--- config.mk ---
export PLATFORM = sky130hd
export DESIGN_NAME = game_clock_core_flat
export DESIGN_NICKNAME = d
export VERILOG_FILES = /design/src/rtl/game_clock_core_if.sv /design/src/rtl/game_clock_core.sv /design/src/flat_wrapper.sv
export SDC_FILE = /design/constraint.sdc
export NUM_CORES = 1
export LEC_CHECK = 0
export CAP_MARGIN = 10
export CORE_AREA = 2 2 124 126
export CTS_BUF_LIST = sky130_fd_sc_hd__clkbuf_8
export DETAILED_ROUTE_END_ITERATION = 10
export DIE_AREA = 0 0 126 128
export GPL_TIMING_DRIVEN = 0
export PLACE_DENSITY = 0.66
export SYNTH_ARGS = -nofsm -noshare
export SYNTH_HDL_FRONTEND = slang
export SYNTH_SLANG_ARGS = --single-unit
--- constraint.sdc ---
create_clock -name clk -period 9.3 [get_ports clk]
set_clock_uncertainty 0.05 [all_clocks]
set_input_delay 1.395 -clock clk [delete_from_list [all_inputs] [get_ports clk]]
set_output_delay 1.395 -clock clk [all_outputs]
set_load 0.03 [all_outputs]
--- src/rtl/game_clock_core_if.sv ---
// Control pulses in, packed per-player mm:ss clocks and status out.
// The master side drives the button pulses; the slave side is the clock core.
interface game_clock_core_if #(
  parameter int N_PLAYERS = 2,
  parameter int AW        = 3
);
  logic                   start;
  logic                   pause;
  logic                   set_min;
  logic                   set_sec;
  logic [5:0]             inc_sec;
  logic                   turn_done;
  logic [N_PLAYERS*7-1:0] min_out;
  logic [N_PLAYERS*6-1:0] sec_out;
  logic [AW-1:0]          active;
  logic [1:0]             state;
  logic [N_PLAYERS-1:0]   flag;

  modport master (
    output start, pause, set_min, set_sec, inc_sec, turn_done,
    input  min_out, sec_out, active, state, flag
  );

  modport slave (
    input  start, pause, set_min, set_sec, inc_sec, turn_done,
    output min_out, sec_out, active, state, flag
  );
endinterface

--- src/rtl/game_clock_core.sv ---
// N-player game clock: per-player mm:ss down-counters, turn rotation with Fischer
// increment, pause and timeout flagging. Outputs are registered; pulses act the cycle they are high.
module game_clock_core #(
  parameter int N_PLAYERS = 2,
  parameter int TICK_DIV  = 100000000,
  parameter int INIT_MIN  = 5,
  parameter int MAX_MIN   = 99,
  parameter int AW        = 3
) (
  input  logic             clk,
  input  logic             rst_n,
  game_clock_core_if.slave bus
);

  localparam int            PW     = (TICK_DIV > 1) ? $clog2(TICK_DIV) : 1;
  localparam logic [PW-1:0] TOP    = PW'(TICK_DIV - 1);
  localparam logic [6:0]    MAX_M  = 7'(MAX_MIN);
  localparam logic [6:0]    INIT_M = 7'(INIT_MIN);
  localparam logic [AW-1:0] LAST   = AW'(N_PLAYERS - 1);

  typedef enum logic [1:0] {
    S_IDLE  = 2'b00,
    S_RUN   = 2'b01,
    S_PAUSE = 2'b10,
    S_FLAG  = 2'b11
  } state_e;

  state_e               state_q, state_d;
  logic [AW-1:0]        active_q, active_d;
  logic [N_PLAYERS-1:0] flag_q, flag_d;
  logic [PW-1:0]        presc_q, presc_d;
  logic [6:0]           min_q [N_PLAYERS];
  logic [6:0]           min_d [N_PLAYERS];
  logic [5:0]           sec_q [N_PLAYERS];
  logic [5:0]           sec_d [N_PLAYERS];

  // Fischer increment with carry into minutes, saturating at MAX_MIN:59.
  function automatic logic [12:0] add_inc(input logic [6:0] m, input logic [5:0] s,
                                          input logic [5:0] inc);
    logic [6:0] ssum;
    logic [7:0] msum;
    ssum = {1'b0, s} + {1'b0, inc};
    msum = {1'b0, m};
    if (ssum >= 7'd60) begin
      ssum = ssum - 7'd60;
      msum = msum + 8'd1;
    end
    if (ssum > 7'd59) ssum = 7'd59;
    if (msum > {1'b0, MAX_M}) return {MAX_M, 6'd59};
    return {msum[6:0], ssum[5:0]};
  endfunction

  always_comb begin
    state_d  = state_q;
    active_d = active_q;
    flag_d   = flag_q;
    presc_d  = presc_q;
    for (int i = 0; i < N_PLAYERS; i++) begin
      min_d[i] = min_q[i];
      sec_d[i] = sec_q[i];
    end

    case (state_q)
      S_IDLE: begin
        for (int i = 0; i < N_PLAYERS; i++) begin
          if (bus.set_min) min_d[i] = (min_q[i] == MAX_M) ? 7'd0 : min_q[i] + 7'd1;
          if (bus.set_sec) sec_d[i] = (sec_q[i] == 6'd50) ? 6'd0 : sec_q[i] + 6'd10;
        end
        if (bus.start && (min_q[0] != 7'd0 || sec_q[0] != 6'd0)) begin
          state_d  = S_RUN;
          active_d = '0;
          presc_d  = '0;
        end
      end

      S_RUN: begin
        // Handover beats both pause and a coincident tick.
        if (bus.turn_done) begin
          presc_d  = '0;
          active_d = (active_q == LAST) ? '0 : active_q + 1'b1;
          for (int i = 0; i < N_PLAYERS; i++) begin
            if (AW'(i) == active_q) {min_d[i], sec_d[i]} = add_inc(min_q[i], sec_q[i], bus.inc_sec);
          end
        end else if (bus.pause) begin
          state_d = S_PAUSE;
        end else if (presc_q == TOP) begin
          presc_d = '0;
          for (int i = 0; i < N_PLAYERS; i++) begin
            if (AW'(i) == active_q) begin
              if (sec_q[i] != 6'd0) begin
                sec_d[i] = sec_q[i] - 6'd1;
              end else if (min_q[i] != 7'd0) begin
                min_d[i] = min_q[i] - 7'd1;
                sec_d[i] = 6'd59;
              end else begin
                flag_d[i] = 1'b1;
                state_d   = S_FLAG;
              end
            end
          end
        end else begin
          presc_d = presc_q + 1'b1;
        end
      end

      S_PAUSE: begin
        if (bus.pause) state_d = S_RUN;
      end

      default: begin
        if (bus.start) begin
          state_d  = S_IDLE;
          active_d = '0;
          flag_d   = '0;
          for (int i = 0; i < N_PLAYERS; i++) begin
            min_d[i] = INIT_M;
            sec_d[i] = 6'd0;
          end
        end
      end
    endcase
  end

  always_ff @(posedge clk or negedge rst_n) begin
    if (!rst_n) begin
      state_q  <= S_IDLE;
      active_q <= '0;
      flag_q   <= '0;
      presc_q  <= '0;
      for (int i = 0; i < N_PLAYERS; i++) begin
        min_q[i] <= INIT_M;
        sec_q[i] <= 6'd0;
      end
    end else begin
      state_q  <= state_d;
      active_q <= active_d;
      flag_q   <= flag_d;
      presc_q  <= presc_d;
      for (int i = 0; i < N_PLAYERS; i++) begin
        min_q[i] <= min_d[i];
        sec_q[i] <= sec_d[i];
      end
    end
  end

  always_comb begin
    for (int i = 0; i < N_PLAYERS; i++) begin
      bus.min_out[7*i +: 7] = min_q[i];
      bus.sec_out[6*i +: 6] = sec_q[i];
    end
  end

  assign bus.active = active_q;
  assign bus.state  = state_q;
  assign bus.flag   = flag_q;

endmodule
--- src/flat_wrapper.sv ---
// flat-port wrapper written by rule: the top's interface ports become plain ports
module game_clock_core_flat 
#(
  parameter int N_PLAYERS = 2,
  parameter int TICK_DIV  = 100000000,
  parameter int INIT_MIN  = 5,
  parameter int MAX_MIN   = 99,
  parameter int AW        = 3
)
  (clk, rst_n, bus_start, bus_pause, bus_set_min, bus_set_sec, bus_inc_sec, bus_turn_done, bus_min_out, bus_sec_out, bus_active, bus_state, bus_flag);
  game_clock_core_if #(.N_PLAYERS(N_PLAYERS), .AW(AW)) bus_i ();
  input  logic clk;
  input  logic rst_n;
  input wire logic [$bits(bus_i.start)-1:0] bus_start;
  input wire logic [$bits(bus_i.pause)-1:0] bus_pause;
  input wire logic [$bits(bus_i.set_min)-1:0] bus_set_min;
  input wire logic [$bits(bus_i.set_sec)-1:0] bus_set_sec;
  input wire logic [$bits(bus_i.inc_sec)-1:0] bus_inc_sec;
  input wire logic [$bits(bus_i.turn_done)-1:0] bus_turn_done;
  output wire logic [$bits(bus_i.min_out)-1:0] bus_min_out;
  output wire logic [$bits(bus_i.sec_out)-1:0] bus_sec_out;
  output wire logic [$bits(bus_i.active)-1:0] bus_active;
  output wire logic [$bits(bus_i.state)-1:0] bus_state;
  output wire logic [$bits(bus_i.flag)-1:0] bus_flag;
  assign bus_i.start = bus_start;
  assign bus_i.pause = bus_pause;
  assign bus_i.set_min = bus_set_min;
  assign bus_i.set_sec = bus_set_sec;
  assign bus_i.inc_sec = bus_inc_sec;
  assign bus_i.turn_done = bus_turn_done;
  assign bus_min_out = bus_i.min_out;
  assign bus_sec_out = bus_i.sec_out;
  assign bus_active = bus_i.active;
  assign bus_state = bus_i.state;
  assign bus_flag = bus_i.flag;
  game_clock_core #(.N_PLAYERS(N_PLAYERS), .TICK_DIV(TICK_DIV), .INIT_MIN(INIT_MIN), .MAX_MIN(MAX_MIN), .AW(AW)) u_core (.clk(clk), .rst_n(rst_n), .bus(bus_i));
endmodule
Yosys cells after proc, flatten, opt, wreduce, memory -nomap -nowiden
Index checks and enable logic that the tools add are counted.
{ "totals": {"register_bits": 60, "latch_bits": 0, "mem_bits_rw": 0, "romBits": 0, "inputBits": 13, "output_inout_bits": 33, "wordCells": 184, "memories": 0} }
{ "classes": {"n_addsub": 16, "multipliers": 0, "div_mod_pow": 0, "n_lt_le_gt_ge": 6, "n_eq_ne": 32, "shift": 0, "n_mux": 97, "bitwise_logic": 2, "reduce_logical": 22} }
{ "op_table": {"columns": ["operator", "n"], "rows": [
  ["2-to-1 mux 7 bit", 20],
  ["2-to-1 mux 27 bit", 4],
  ["2-to-1 mux 6 bit", 14],
  ["2-to-1 mux 8 bit", 8],
  ["2-to-1 mux 14 bit", 4],
  ["case mux 27 bit (2 select lines)", 1],
  ["2-to-1 mux 13 bit", 4],
  ["2-to-1 mux 12 bit", 4],
  ["case mux 14 bit (3 select lines)", 1],
  ["case mux 12 bit (3 select lines)", 1],
  ["AND reduction 8 bit", 4],
  ["2-to-1 mux 2 bit", 15],
  ["adder 27 x 1 -> 27 bit (second input constant)", 1],
  ["equality test 27 bit (second input constant)", 1],
  ["inequality test 2 bit (second input constant)", 10],
  ["adder 7 x 1 -> 8 bit (second input constant)", 2],
  ["> comparator 8 x 7 -> 1 bit (second input constant)", 2],
  ["adder 6 x 6 -> 7 bit", 2],
  ["adder 7 x 1 -> 7 bit (second input constant)", 2],
  ["equality test 7 bit (second input constant)", 2],
  [">= comparator 7 x 6 -> 1 bit (second input constant)", 2],
  ["> comparator 7 x 6 -> 1 bit (second input constant)", 2],
  ["2-to-1 mux 1 bit", 14],
  ["AND reduction 7 bit", 2],
  ["other kinds (32)", 53]
]} }

Logic depth before layout (Yosys ltp)
{ "depth": {"depth_word": 15, "ltp_mapped": 15, "depth_no_buf": 13} }

Worst setup path before layout
OpenSTA, ideal clock, no wires.
{ "synth_path": {"path_type": "input -> register", "startpoint": "input bus_inc_sec[0]", "endpoint": "register u_core.min_q (netlist bit u_core.bus.min_out[12])", "setup_time_ps": 126, "t_arrival_ps": 3948, "required_ps": 9124, "path_slack_ps": 5176, "stages": 15, "path_buffers": 2, "cell_sequence": "ha_1 > inv_1 > fa_1 > xor2_1 > inv_1 > ha_1 > and3b_1 > a211oi_2 > or2_1 > buf_6 > buf_2 > nor2_1 > o21ai_0 > a211oi_1 > a221o_1"} }
{ "synth_between": {"elab_chain_len": 15} }
{ "synth_lines": {"columns": ["item", "line_no", "rtl"], "rows": [
  ["from (decl)", "flat_wrapper.sv:18", "input wire logic [$bits(bus_i.inc_sec)-1:0] bus_inc_sec;"],
  ["adder 6 x 6 -> 7 bit *", "game_clock_core.sv:42", "ssum = {1'b0, s} + {1'b0, inc};"],
  [">= comparator 7 x 6 -> 1 bit *", "game_clock_core.sv:44", "if (ssum >= 7'd60) begin"],
  ["2-to-1 mux 8 bit *", "game_clock_core.sv:44", null],
  ["2-to-1 mux 8 bit *", "game_clock_core.sv:82", "if (AW'(i) == active_q) {min_d[i], sec_d[i]} = add_inc(min_q[i], sec_q[i], bus.inc_sec);"],
  ["2-to-1 mux 8 bit *", "game_clock_core.sv:78", "if (bus.turn_done) begin"],
  ["2-to-1 mux 8 bit *", "game_clock_core.sv:63", "case (state_q)"],
  ["> comparator 8 x 7 -> 1 bit", "game_clock_core.sv:49", "if (msum > {1'b0, MAX_M}) return {MAX_M, 6'd59};"],
  ["2-to-1 mux 1 bit", "game_clock_core.sv:49", null],
  ["2-to-1 mux 1 bit", "game_clock_core.sv:82", null],
  ["2-to-1 mux 1 bit", "game_clock_core.sv:78", null],
  ["2-to-1 mux 1 bit", "game_clock_core.sv:63", null],
  ["2-to-1 mux 13 bit *", "game_clock_core.sv:50", "return {msum[6:0], ssum[5:0]};"],
  ["2-to-1 mux 7 bit *", "game_clock_core.sv:82", null],
  ["2-to-1 mux 14 bit *", "game_clock_core.sv:78", null],
  ["case mux 14 bit (3 select lines) *", "game_clock_core.sv:63", null],
  ["to (signal, indexed assignment)", "game_clock_core.sv:140", "min_q[i] <= min_d[i];"],
  ["to (decl)", "game_clock_core.sv:32", "logic [6:0] min_q [N_PLAYERS];"]
]} }
Mark *: on every way between the ends. The rest lies on a longest branch, timed or not. The select of a mux whose other input is x is not followed.
A chain may end at the register's enable or synchronous reset.

Worst setup path in the final report
Same ends and word-level chain as after synthesis.

==> out/metrics.cfg <==
[run_status]
status = complete, no violations

[timing]
rsz0062_at_grt = false
drv_slew = 0
holdWs_ns = 0.478
hold_viol_final = 0
fin_crit_ns = 4.86
max_slew.worst_pin.slew_ns = 0.824
setup-violations-final = 0
period_share = 0.523
fmax_mhz = 206
timing.slew.headroom = 0.451
finalSetupTns_ns = 0

[cts]
hold_buffers = 0
worstSkewPairLatency_ns = 0.36
postCtsSetupRepairBufs = 0
h-tree-depth = 3
clk_pin_slew_ns = 0.08
clockBufferDepth = 2
clock-sinks = 60
cts_tree = yes
cts_resized = 0
root_buffer = clkbuf_8
cts_inserted_buffers = 9

[drt]
routed_wl_microns = 17000
vias_per_cell = 5.96
drc = 0
wl_per_cell_microns = 17.2
vias = 5913
drt_pre_antenna_iters = 7
detail-route-antenna-nets = 0
drt_iter0_markers = 486

[power]
ir_drop_mv = 0.120
pwr_density_cell_mw_per_mm2 = 364
p_leak_nw = 2.75

[setup_path]
critPathKind = input port to flip-flop
crit_arrival_ns = 5.05
required_ns = 9.49
path_max_fanout = 10
reg2reg_depth = 14
endpoint_kind = flip-flop
rr_endpoint = u_core.bus.min_out[12]
r2r_slack_ns = 5.49
r2r_start = u_core.bus.sec_out[7]
startpoint_type = input port

[synthesis]
synthesis.nets = 792
ys.flop_type = dfrtp_1
postSynth.asyncResetShare = 1.00
synth_area_sq_mm = 0.00578
yosysSeqAreaShare = 0.261
ys_seq_elements = 60
yosysWarnings = 0
synth_edf_count = 0
synth.distinct_cells = 93
syn_inst = 743
syn_area_per_cell_sq_um = 7.78

[placement]
io_buffers = 45
dpl.hpwl_microns = 12600
gp_congestion = 0.895
dp.cells = 976

[die]
io_pins = 46
die-area_sq_mm = 0.0161
start_util = 0.389
fp-row-count = 45
dieHeight_microns = 128
core-area_sq_mm = 0.0149
die_w_microns = 126

[global_route]
grt_pass1_vias = 5630
grtUsageTotal = 0.213
antenna_found_initial = 0
grt_max_degree = 61
grt-ovfl-total = 0
grt_pass1_wl_microns = 28000

[final_layout]
drive_above_1_share = 0.0808
n_fill_cell = 1528
final_cell_mix = nor2_1 (86), nand2_1 (66), o21ai_0 (64)
finalNetCount = 848
instances_no_fill = 992
diodes = 0
utilization = 0.447
final_common_cell = nor2_1
syn_to_final_growth_pct = 14.8

[hold_path]
hp-class = flip-flop to flip-flop
min_to = u_core.presc_q[3]
hp-start = u_core.presc_q[3]
whs_path_depth = 1

[job]
max_cap_viol_count = 0

[worst max-delay path: stages]
cell	delay, ns
clkdlybuf4s50_1	0.53
ha_1	0.21
inv_1	0.06
fa_1	0.40
xor2_1	0.26
inv_1	0.13
ha_1	0.26
and3b_1	0.23
a211oi_2	0.33
or2_1	0.17
buf_6	0.13
buf_2	0.27
nor2_1	0.08
o21ai_0	0.19
a211oi_1	0.10
a221o_1	0.28
[flip-flops by register name, summed over array words and instances, names as in the netlist]
register            count
u_core.bus.active       3
u_core.bus.min_out     14
u_core.presc_q         27
u_core.bus.sec_out     12
u_core.bus.state        2
u_core.bus.flag         2
[final cells by class]
| class | count | area [sq um] | area share |
|---|---|---|---|
| clock inverters | 7 | 51.3 | 0.00773 |
| well taps | 188 | 235 | 0.0354 |
| repair buffers | 45 | 448 | 0.0675 |
| inverters | 33 | 124 | 0.0187 |
| plain buffers | 37 | 178 | 0.0268 |
| multi-input cells | 613 | 3970 | 0.598 |
| flip-flops and latches | 60 | 1510 | 0.227 |
| clock buffers | 9 | 124 | 0.0187 |
[through the flow]
| step | total power (W) | cell area (sq um) | setup slack (ns) |
|---|---|---|---|
| after CTS | 0.00240 | 6640 | 4.47 |
| after global placement | 0.00216 | 6470 | 4.08 |
| final | 0.00242 | 6640 | 4.44 |
| after detailed placement | 0.00217 | 6460 | 4.09 |
| after global routing | 0.00262 | 6640 | 4.29 |
| after floorplan | 0.00169 | 5780 | 5.18 |
[synth_stat cells, drive strengths merged (12+ instances only)]
cell | number | area, sq um
nand3 | 36 | 190
nand2 | 67 | 254
nand2b | 12 | 75.1
and3 | 20 | 130
o31ai | 13 | 103
dfrtp | 56 | 1400
nor2 | 87 | 329
nor3 | 17 | 90.1
o21ai | 67 | 339
buf | 13 | 87.6
clkbuf | 24 | 90.1
xor2 | 16 | 140
inv | 33 | 124
ha | 34 | 425
a21oi | 55 | 283
xnor2 | 12 | 113
[logic make-up (layout without fill, tap and decap cells)]
kind of cell / Yosys count / after routing / share of synthesized area
simple gates: 308 / 308 / 0.271
fa+ha+maj: 36 / 36 / 0.0805
compound gates: 231 / 231 / 0.274
mux: 10 / 10 / 0.0186
buf+inv: 70 / 131 / 0.0522
xor+xnor: 28 / 28 / 0.0437
flops: 60 / 60 / 0.261
[per-layer routing]
metal,vias up,part of all wire,global-route usage
met3,42,0.061,0.0346
met5,-,0,0
met4,0,0.025,0.0789
met2,216,0.46,0.343
li1,2857,-,-
met1,2798,0.45,0.289
[where the power goes]
group	total, W	switching [W]	internal (W)
logic	0.00177	0.00111	0.000662
clock network	0.000222	0.000125	0.0000974
registers	0.000426	0.0000950	0.000331
[how the worst max path moves through the flow]
stage / start / endpoint / slack, ns / cells past startpoint
floorplan: bus_inc_sec[0] / u_core.bus.min_out[12] / 5.18 / 15
global placement: bus_inc_sec[0] / u_core.bus.sec_out[8] / 4.08 / 16
detailed placement: bus_inc_sec[0] / u_core.bus.min_out[12] / 4.09 / 16
CTS: bus_inc_sec[0] / u_core.bus.min_out[12] / 4.47 / 16
global route: bus_inc_sec[0] / u_core.bus.min_out[12] / 4.29 / 16
finish: bus_inc_sec[0] / u_core.bus.min_out[12] / 4.44 / 16
Power figures use the tool's default switching activity.
